===== config.mk =====
export PLATFORM = sky130hd
export DESIGN_NAME = dff_shift_reg
export DESIGN_NICKNAME = d
export VERILOG_FILES = /design/src/rtl/dff_shift_reg.sv
export SDC_FILE = /design/constraint.sdc
export NUM_CORES = 1
export LEC_CHECK = 0
export ABC_AREA = 1
export CORE_MARGIN = 4
export CORE_UTILIZATION = 27
export CTS_CLUSTER_DIAMETER = 60
export DETAILED_ROUTE_END_ITERATION = 8
export GPL_ROUTABILITY_DRIVEN = 1
export HOLD_SLACK_MARGIN = 0.15
export PLACE_DENSITY = 0.6
export SYNTH_ARGS = -nofsm -noshare
export SYNTH_HDL_FRONTEND = slang
export SYNTH_SLANG_ARGS = --single-unit

===== constraint.sdc =====
create_clock -name CLK -period 1.65 [get_ports CLK]
set_input_delay 0.33 -clock CLK [delete_from_list [all_inputs] [get_ports CLK]]
set_output_delay 0.33 -clock CLK [all_outputs]
set_load 0.03 [all_outputs]

===== src/rtl/dff_shift_reg.sv =====
// Multi-word register chain: hold / serial shift / parallel load / rotate, with saturating fill count.
// Latency: one edge per operation; a shifted-in word reaches Q after DEPTH shift edges.
// No backpressure: EN gates every MODE operation, CLR always wins, and all outputs are registered.
module dff_shift_reg #(
    parameter  int WIDTH = 4,
    parameter  int DEPTH = 8,
    localparam int CW    = $clog2(DEPTH + 1)
) (
    input  logic                   CLK,
    input  logic                   RST_N,
    input  logic                   EN,
    input  logic                   CLR,
    input  logic [1:0]             MODE,
    input  logic [WIDTH-1:0]       D,
    input  logic [WIDTH*DEPTH-1:0] P,
    output logic [WIDTH-1:0]       Q,
    output logic [WIDTH*DEPTH-1:0] QALL,
    output logic [CW-1:0]          CNT,
    output logic                   FULL
);

    typedef enum logic [1:0] {
        MODE_HOLD  = 2'b00,
        MODE_SHIFT = 2'b01,
        MODE_LOAD  = 2'b10,
        MODE_ROT   = 2'b11
    } mode_e;

    // DEPTH always fits in CW bits, so comparing against it cannot overflow even when DEPTH = 2^n - 1.
    localparam logic [CW-1:0] DEPTH_C = CW'(DEPTH);

    logic [DEPTH-1:0][WIDTH-1:0] stage_q, stage_d;
    logic [CW-1:0]               cnt_q, cnt_d;

    always_comb begin
        stage_d = stage_q;
        cnt_d   = cnt_q;
        if (CLR) begin
            stage_d = '0;
            cnt_d   = '0;
        end else if (EN) begin
            case (MODE)
                MODE_SHIFT: begin
                    stage_d = {stage_q[DEPTH-2:0], D};
                    cnt_d   = (cnt_q == DEPTH_C) ? cnt_q : cnt_q + CW'(1);
                end
                MODE_LOAD: begin
                    stage_d = P;
                    cnt_d   = DEPTH_C;
                end
                MODE_ROT: begin
                    stage_d = {stage_q[DEPTH-2:0], stage_q[DEPTH-1]};
                end
                default: begin
                    stage_d = stage_q;
                end
            endcase
        end
    end

    always_ff @(posedge CLK or negedge RST_N) begin
        if (!RST_N) begin
            stage_q <= '0;
        end else begin
            stage_q <= stage_d;
        end
    end

    always_ff @(posedge CLK or negedge RST_N) begin
        if (!RST_N) begin
            cnt_q <= '0;
        end else begin
            cnt_q <= cnt_d;
        end
    end

    assign Q    = stage_q[DEPTH-1];
    assign QALL = stage_q;
    assign CNT  = cnt_q;
    assign FULL = (cnt_q == DEPTH_C);

endmodule


==> results.toml, run 1 <==
[power_and_ir_drop]
p_comb_share_pct = 32.5
p_int_mw = 1.643
peakVddDrop_mv = 0.2674
pwr_density_cell_nw_per_um2 = 812.0
switchingPower_uw = 881.4
p_leak_nw = 1.605
swShare_pct = 34.91
pwr-share-seq_pct = 41.6
clockPowerShare_pct = 25.9

[timing]
period_share_pct = 95.35
tns_ns = 0
fin_ws_ns = 0.07679
rsz0062_at_grt = "false"
maxSlewViolCount = 0
worst_pin_slew_ns = 0.4616
setup_viol = 0
max_freq_mhz = 635.6
slew_headroom_pct = 69.22
fin_skew_ns = 0.007815
final-hold-violation-count = 0
min_period_ns = 1.573

[critical_path]
critPathMaxFanout = 5
slowest_stage = "dfrtp_2"
crit_path_end_kind = "output port"
critPathMaxStageDelay_ns = 0.44
cp_common_cell = "inv_1"
worst_ep_arrival_time_ns = 1.24
cp-start-kind = "flip-flop"
required_ns = 1.32
cp_cell_sequence = "inv_1, ha_1, nand3_2, inv_1, buf_6"
path_class = "reg -> out"

[die]
die_x_um = 94.59
ios = 83
dieArea_um2 = 8947
dieHeight_um = 94.59
rows = 31
initial_core_util_pct = 27.91
coreArea_um2 = 7253

[place]
dpl.cell_count = 441
place_ws_ns = -0.05875
place_congestion = 0.7497
hpwl_um = 4260
portBuffers = 82

[clock_tree]
clk_latency_ns = 0.28
cts_tree = "yes"
cts-root-buf = "clkbuf_8"
cts_buffers = 5
clk_pin_slew_ns = 0.08
cts_max_level = 2
clkSinkCount = 36
cts_buffer_depth = 2

[logic_synthesis]
netlist_instances = 259
syn_nets = 303
synth_seq_cells = 36
yosysTopAreaCellShare_pct = 44.50
post-synth-top-count-cell = "nand2_1"
synth_area_per_cell_um2 = 7.816
ys.flop_type = "dfrtp_1"
yosysSeqAreaShare_pct = 44.50
synth_edf_count = 0
yosys-top-cells-count = "82 x nand2_1, 38 x inv_1, 36 x dfrtp_1"
yosys-top-cells-area = "dfrtp_1 44%, nand2_1 15%, o21ai_2 10%"
ys_async_sr_fraction_pct = 100.0
yosysUniqueCellTypes = 21
syn-cell-area_um2 = 2024
synth_top_area_cell = "dfrtp_1"
yosysWarnings = 0

[detailed_routing]
drc = 0
vias = 1925
detail_route.vias_per_cell = 4.259
wirelength_um = 5650
drtPass1Iterations = 4
routed.top_layer = "met4"
routed-wl-met2_um = 2665
m1WireLength_um = 2589
met3_length_um = 329
final_antenna_net_count = 0
wl_per_cell_um = 12.50
drt_iter0_drc = 55

[cells_and_area]
area_delta_synth_final_pct = 53.58
drive_above_1_share_pct = 18.13
final_util_pct = 42.87
fin_cells = 452
fin_nets = 396
diodes = 0

[global_routing]
grtUsageTotal_pct = 13.21
grt_pass1_vias = 1947
grt_overflow = 0
antenna_found_initial = 0
grt_pass1_wl_um = 9266
grt_max_degree = 46

[job]
max_cap_viol_count = 0

[status]
status = "complete, no violations"

[min_path]
hold_class = "reg -> reg"
metal layers:
metal	vias to the layer above	track usage, %
met4	0	4.087
li1	996	-
met3	7	3.108
met5	-	0
met2	53	22.04
met1	869	16.91
worst max-delay path: cells and delay by family, from the launching register on:
| kind | cells | cell delay (ns) |
|---|---|---|
| flops | 1 | 0.44 |
| simple gates | 1 | 0.09 |
| fa+ha+maj | 1 | 0.16 |
| buf+inv | 3 | 0.29 |
area by class of cell:
class                      instances  area, µm²
clock inverter                     2      10.01
multi-input combinational        165      862.1
inverter                          42      157.7
fill                             760       4144
tap                               99      123.9
timing repair buffer             102      969.7
clock buffer                       6      82.58
sequential                        36      903.4
logic make-up (layout without fill, tap and decap cells):
family | count (synthesis) | after routing | share of synthesized area, %
AOI/OAI and AO/OA | 66 | 66 | 21.32
xor gates and xnor gates | 1 | 1 | 0.4327
adders and majority gates | 2 | 2 | 1.236
buffers and inverters | 58 | 152 | 13.16
DFF | 36 | 36 | 44.50
and+or+nand+nor | 96 | 96 | 19.35
flip-flops by register name, indices dropped and copies added (netlist names):
| signal | flops |
|---|---|
| Q | 4 |
| QALL | 28 |
| CNT | 4 |
worst paths after layout:
kind / start / cells past startpoint / slack (ns) / endpoint
max in group asynchronous: RST_N / 3 / 0.68 / CNT[1]$_DFFE_PN0P_
worst min register to register: QALL[16]$_DFFE_PN0P_ / 2 / 0.50 / QALL[16]$_DFFE_PN0P_
worst min-delay path: QALL[16]$_DFFE_PN0P_ / 2 / 0.50 / QALL[16]$_DFFE_PN0P_
min in group asynchronous: RST_N / 3 / 0.62 / Q[0]$_DFFE_PN0P_
worst max-delay path: CNT[0]$_DFFE_PN0P_ / 5 / 0.08 / FULL
worst max register to register: CNT[0]$_DFFE_PN0P_ / 8 / 0.32 / CNT[1]$_DFFE_PN0P_
cell usage in the layout, fill, tap and decap left out, types with 2 or more instances in the layout:
master / count
a21oi_1: 2
buf_12: 4
buf_4: 15
clkbuf_8: 6
clkdlybuf4s50_1: 40
clkinv_2: 2
dfrtp_1: 34
dfrtp_2: 2
dlygate4sd2_1: 40
ha_1: 2
inv_1: 38
inv_2: 4
nand2_1: 82
nand3_1: 6
nor2_1: 2
o21ai_0: 23
o21ai_1: 16
o21ai_2: 23
o22ai_2: 2
power by group through the flow:
| stage | logic (mW) | clock network (mW) | registers, mW |
|---|---|---|---|
| floorplan | 0.306 | 0 | 1.22 |
| global placement | 0.871 | 0 | 1.07 |
| detailed placement | 0.879 | 0 | 1.07 |
| CTS | 0.815 | 0.672 | 1.05 |
| global route | 0.896 | 0.711 | 1.07 |
| finish | 0.822 | 0.654 | 1.05 |
timing repair:
action                                  CTS  global route
gates resized for setup                  40             4
hold buffers                              1             0
hold endpoints to repair                 36             0
endpoints found under the setup margin   41             1
buffers inserted                          0             2
per-stage QoR:
| step | power (mW) | instance area [µm²] | hold WS (ns) |
|---|---|---|---|
| finish | 2.525 | 3109 | 0.5028 |
| global route | 2.674 | 3109 | 0.5344 |
| CTS | 2.540 | 3083 | 0.5050 |
| detailed placement | 1.950 | 3030 | 0.4103 |
| global placement | 1.942 | 3030 | 0.4072 |
| floorplan | 1.529 | 2024 | 0.03441 |
(Power assumes the default switching activity.)
==> run 2, diff against run 1 <==
--- a/config.mk
+++ b/config.mk
@@ -7,12 +7,12 @@
 export LEC_CHECK = 0
 export ABC_AREA = 1
 export CORE_MARGIN = 4
-export CORE_UTILIZATION = 27
+export CORE_UTILIZATION = 43
 export CTS_CLUSTER_DIAMETER = 60
 export DETAILED_ROUTE_END_ITERATION = 8
 export GPL_ROUTABILITY_DRIVEN = 1
 export HOLD_SLACK_MARGIN = 0.15
-export PLACE_DENSITY = 0.6
+export PLACE_DENSITY = 0.85
 export SYNTH_ARGS = -nofsm -noshare
 export SYNTH_HDL_FRONTEND = slang
 export SYNTH_SLANG_ARGS = --single-unit
==> run 2 against run 1 <==
  * Cell area shrank 2.3%
  * Non-clock buffer count is 1 lower
  * Worst hold slack got worse by 0.0054 ns
  * Global-route usage grew 5.7 points
  * Sequential power hardly changed
  * Total power down 0.13%
  * Critical path depth did not move
  * Combinational power fell by 0.5%
  * Fmax is 0.59% higher
  * Via count grew 2.9%
==> results.toml, run 2 (synthesized netlist as in run 1, its figures left out) <==
[status]
status = "complete, no violations"

[clock_tree]
cts_max_level = 2
cts_buffer_depth = 2
clk_latency_ns = 0.28
clkSinkCount = 36
cts-root-buf = "clkbuf_8"
cts_buffers = 5
clk_pin_slew_ns = 0.07
cts_tree = "yes"

[place]
place_congestion = 0.8142
hpwl_um = 4054
place_area_um2 = 2957
portBuffers = 82
dpl.cell_count = 392

[critical_path]
cp_common_cell = "inv_1"
ff2ff_setup_slack_ns = 0.37
slowest_stage = "dfrtp_2"
required_ns = 1.32
crit_path_end_kind = "output port"
critPathMaxStageDelay_ns = 0.44
worst_ep_arrival_time_ns = 1.23
cp-start-kind = "flip-flop"
path_class = "reg -> out"
cp_cell_sequence = "inv_1, ha_1, nand3_1, inv_1, buf_4"
critPathMaxFanout = 5

[cells_and_area]
diodes = 0
postLayoutCellArea_um2 = 3038
final_common_cell = "nand2_1"
largest_register_ffs = 28
fillers = 386
fin_nets = 395
fin_cells = 403
drive_above_1_share_pct = 17.38
mostFrequentLayoutCells = "82 x nand2_1, 40 x clkdlybuf4s50_1, 40 x dlygate4sd2_1, 38 x inv_1, 34 x dfrtp_1"
area_delta_synth_final_pct = 50.06

[die]
dieArea_um2 = 5870
rows = 24
die_x_um = 76.62
dieHeight_um = 76.62
ios = 83
coreArea_um2 = 4444
initial_core_util_pct = 45.55

[power_and_ir_drop]
switchingPower_uw = 844.3
clockPowerShare_pct = 26.1
p_leak_nw = 1.596
pwr_density_cell_nw_per_um2 = 829.9
swShare_pct = 33.49
p_int_mw = 1.677
pwr-share-seq_pct = 41.5
power.total_mw = 2.521
p_comb_share_pct = 32.4
peakVddDrop_mv = 0.3897

[timing]
period_share_pct = 94.79
worst_hold_slack_ns = 0.4973
maxSlewViolCount = 0
max_freq_mhz = 639.4
fin_skew_ns = 0.003165
slew_headroom_pct = 69.48
final-hold-violation-count = 0
worst_pin_slew_ns = 0.4578
min_period_ns = 1.564
setup_viol = 0

[min_path]
hold_class = "reg -> reg"

[detailed_routing]
detail_route.vias_per_cell = 4.916
drtPass1Iterations = 4
drt_iter0_drc = 120
wirelength_um = 5320
final_antenna_net_count = 0
wl_per_cell_um = 13.20
drc = 0
vias = 1981

[global_routing]
antenna_found_initial = 0
grt_pass1_wl_um = 9011
grtUsageTotal_pct = 18.90
grt_max_degree = 37
grt_overflow = 0
grt_pass1_vias = 1952

[job]
max_cap_viol_count = 0
[run 2: changes by cell type in the layout (fill, tap and decap cells not counted), sizes merged]
cell    before  now
buf         21   20
clkbuf       6    7
clkinv       2    0
[run 2: per-layer routing]
layer | track usage (%) | vias up | wire [µm]
met5 | 0 | - | 0
met4 | 7.428 | 0 | 102
met3 | 5.437 | 9 | 317
met2 | 30.93 | 73 | 2685
met1 | 23.47 | 914 | 2214
li1 | - | 985 | -
[run 2: power groups by stage]
stage                     sequential [mW]  combinational (mW)  clock, mW
after detailed placement             1.07               0.868          0
after global placement               1.07               0.852          0
after global routing                 1.06               0.884      0.722
after floorplan                      1.22               0.306          0
after CTS                            1.05               0.804      0.673
final                                1.05               0.818      0.657
[run 2: path summary, 6_finish.rpt]
| kind | cells past startpoint | from | to |
|---|---|---|---|
| max in group asynchronous | 3 | RST_N | QALL[8]$_DFFE_PN0P_ |
| worst max register to register | 8 | CNT[1]$_DFFE_PN0P_ | CNT[2]$_DFFE_PN0P_ |
| min in group asynchronous | 3 | RST_N | CNT[2]$_DFFE_PN0P_ |
| worst min register to register | 2 | QALL[11]$_DFFE_PN0P_ | QALL[11]$_DFFE_PN0P_ |
| worst min-delay path | 2 | QALL[11]$_DFFE_PN0P_ | QALL[11]$_DFFE_PN0P_ |
| worst max-delay path | 5 | CNT[1]$_DFFE_PN0P_ | FULL |
[run 2: worst max-delay path, delay by kind of cell (launching register included)]
family,cells,cell delay [ns]
buf+inv,3,0.28
simple gates,1,0.10
flops,1,0.44
fa+ha+maj,1,0.13
[run 2: through the flow]
step           utilization [%]  setup WS, ns  setup TNS, ns
2_1_floorplan                -        0.2295              0
3_3_place_gp             66.53     0.0009879              0
3_5_place_dp             66.53      -0.01154       -0.02731
4_1_cts                  67.79      0.009011              0
5_1_grt                  68.36     -0.003743      -0.003743
6_report                 68.36       0.08603              0
[run 2: cell type report]
type	count	area [µm²]	share of cell area [%]
flip-flops and latches	36	903.4	29.74
clock buffers	7	96.34	3.171
inverters	42	157.7	5.189
multi-input cells	165	857.1	28.21
repair buffers	101	958.4	31.55
well taps	52	65.06	2.142
[run 2: what timing repair did]
action | CTS | global route
setup endpoints to repair | 40 | 1
hold buffers | 1 | 0
setup buffers | 0 | 3
hold endpoints to repair | 36 | 0
resized for setup | 40 | 2
==> run 3, diff against run 2 <==
--- a/config.mk
+++ b/config.mk
@@ -6,8 +6,10 @@
 export NUM_CORES = 1
 export LEC_CHECK = 0
 export ABC_AREA = 1
+export CELL_PAD_IN_SITES_DETAIL_PLACEMENT = 1
+export CELL_PAD_IN_SITES_GLOBAL_PLACEMENT = 1
 export CORE_MARGIN = 4
-export CORE_UTILIZATION = 43
+export CORE_UTILIZATION = 30
 export CTS_CLUSTER_DIAMETER = 60
 export DETAILED_ROUTE_END_ITERATION = 8
 export GPL_ROUTABILITY_DRIVEN = 1
==> run 3 against run 2 <==
  * Combinational power decreased by 0.5%
  * Fmax up 0.15%
  * First-iteration DRC count is 54% lower
  * Sequential power is essentially flat
  * Critical endpoint unchanged
==> results.toml, run 3 (synthesized netlist as in run 1, its figures left out) <==
[timing]
worst_pin_slew_ns = 0.5035
max_freq_mhz = 640.4
final-hold-violation-count = 0
maxSlewViolCount = 0
fin_skew_ns = 0.006388
min_period_ns = 1.562
period_share_pct = 94.64
worst_hold_slack_ns = 0.5132
fin_ws_ns = 0.08843
tns_ns = 0
setup_viol = 0
rsz0062_at_grt = "false"
slew_headroom_pct = 66.43

[critical_path]
path_class = "reg -> out"
worst_ep_arrival_time_ns = 1.23
ff2ff_setup_slack_ns = 0.33
required_ns = 1.32
cp_common_cell = "inv_2"
critPathMaxStageDelay_ns = 0.45
crit_path_end_kind = "output port"
cp-start-kind = "flip-flop"
critPathMaxFanout = 5
slowest_stage = "dfrtp_2"
rr_worst_depth = 8
cp_cell_sequence = "inv_2, ha_1, nand3_2, inv_2, buf_6"

[detailed_routing]
drc = 0
met3_length_um = 268
routed.top_layer = "met4"
vias = 1949
routed-wl-met2_um = 3134
detail_route.vias_per_cell = 4.554
m1WireLength_um = 2550
drtPass1Iterations = 3
wirelength_um = 6009
wl_per_cell_um = 14.04
drt_iter0_drc = 55
final_antenna_net_count = 0

[cells_and_area]
area_delta_synth_final_pct = 51.79
final_common_cell = "nand2_1"
diodes = 0
drive_above_1_share_pct = 18.23
postLayoutCellArea_um2 = 3073
fin_cells = 428
final_util_pct = 47.58
fin_nets = 394
multi_input_area_um2 = 862.1
fillers = 801
largest_register_ffs = 28
mostFrequentLayoutCells = "82 x nand2_1, 40 x clkdlybuf4s50_1, 40 x dlygate4sd2_1, 36 x inv_1, 34 x dfrtp_1"
seqCellArea_um2 = 903.4

[die]
ios = 83
rows = 29
die_x_um = 90.15
dieHeight_um = 90.15
initial_core_util_pct = 31.34
coreArea_um2 = 6459
dieArea_um2 = 8126

[clock_tree]
clk_latency_ns = 0.29
cts-root-buf = "clkbuf_8"
cts_max_level = 2
clk_pin_slew_ns = 0.08
cts_tree = "yes"
cts_buffers = 5
cts_buffer_depth = 2
clkSinkCount = 36

[global_routing]
grt_pass1_wl_um = 9887
grt_pass1_vias = 2023
antenna_found_initial = 0
grt_overflow = 0
grt_max_degree = 36
grtUsageTotal_pct = 14.85

[status]
status = "complete, no violations"

[place]
portBuffers = 82
place_congestion = 0.7600
place_area_um2 = 2983
place_ws_ns = -0.04586
dpl.cell_count = 418
hpwl_um = 4739

[power_and_ir_drop]
power.total_mw = 2.646
p_leak_nw = 1.588
pwr_density_cell_nw_per_um2 = 861.2
peakVddDrop_mv = 0.3803

[job]
max_cap_viol_count = 0

[min_path]
hold_class = "reg -> reg"
hold_path_depth = 2
==> run 3: cell types whose count changed in the layout (fill, tap and decap cells not counted), sizes merged <==
cell / delta
clkbuf: -2
buf: -1
bufinv: +1
clkinv: +1
clkinvlp: +1
==> run 3: timing repair <==
item	CTS	global route
setup buffers	0	1
setup endpoints to repair	41	1
hold endpoints to repair	20	0
gates resized for setup	41	5
hold buffers	1	0
==> run 3: metal layers <==
| layer | vias to the layer above | GRT usage (%) |
|---|---|---|
| met5 | - | 0 |
| met4 | 0 | 3.827 |
| met3 | 6 | 3.923 |
| met2 | 42 | 26.76 |
| met1 | 919 | 17.42 |
| li1 | 982 | - |
==> run 3: power breakdown <==
group          internal (mW)  total (mW)  switching [mW]  leakage [nW]
Combinational          0.329       0.814           0.485          1.06
Sequential             0.969        1.05          0.0834         0.477
Clock                  0.447       0.780           0.333        0.0541
==> run 3: worst paths after layout <==
kind	startpoint	endpoint
worst min register to register	QALL[13]$_DFFE_PN0P_	QALL[13]$_DFFE_PN0P_
min in group asynchronous	RST_N	QALL[27]$_DFFE_PN0P_
max in group asynchronous	RST_N	CNT[1]$_DFFE_PN0P_
worst max register to register	CNT[0]$_DFFE_PN0P_	CNT[0]$_DFFE_PN0P_
worst min-delay path	QALL[13]$_DFFE_PN0P_	QALL[13]$_DFFE_PN0P_
worst max-delay path	CNT[0]$_DFFE_PN0P_	FULL
==> run 3: layout make-up <==
type | count | area share [%]
Inverter | 42 | 5.130
Clock buffer | 5 | 2.239
Sequential cell | 36 | 29.40
Multi-Input combinational cell | 165 | 28.05
Timing Repair Buffer | 100 | 30.66
Clock inverter | 3 | 1.384
Tap cell | 77 | 3.135
==> run 3: worst max-delay path: cells and delay by family (launching register included) <==
kind / cells / cell delay (ns)
flip-flops: 1 / 0.45
AND/OR/NAND/NOR: 1 / 0.09
buffers and inverters: 3 / 0.25
adder cells (fa/ha/maj): 1 / 0.15
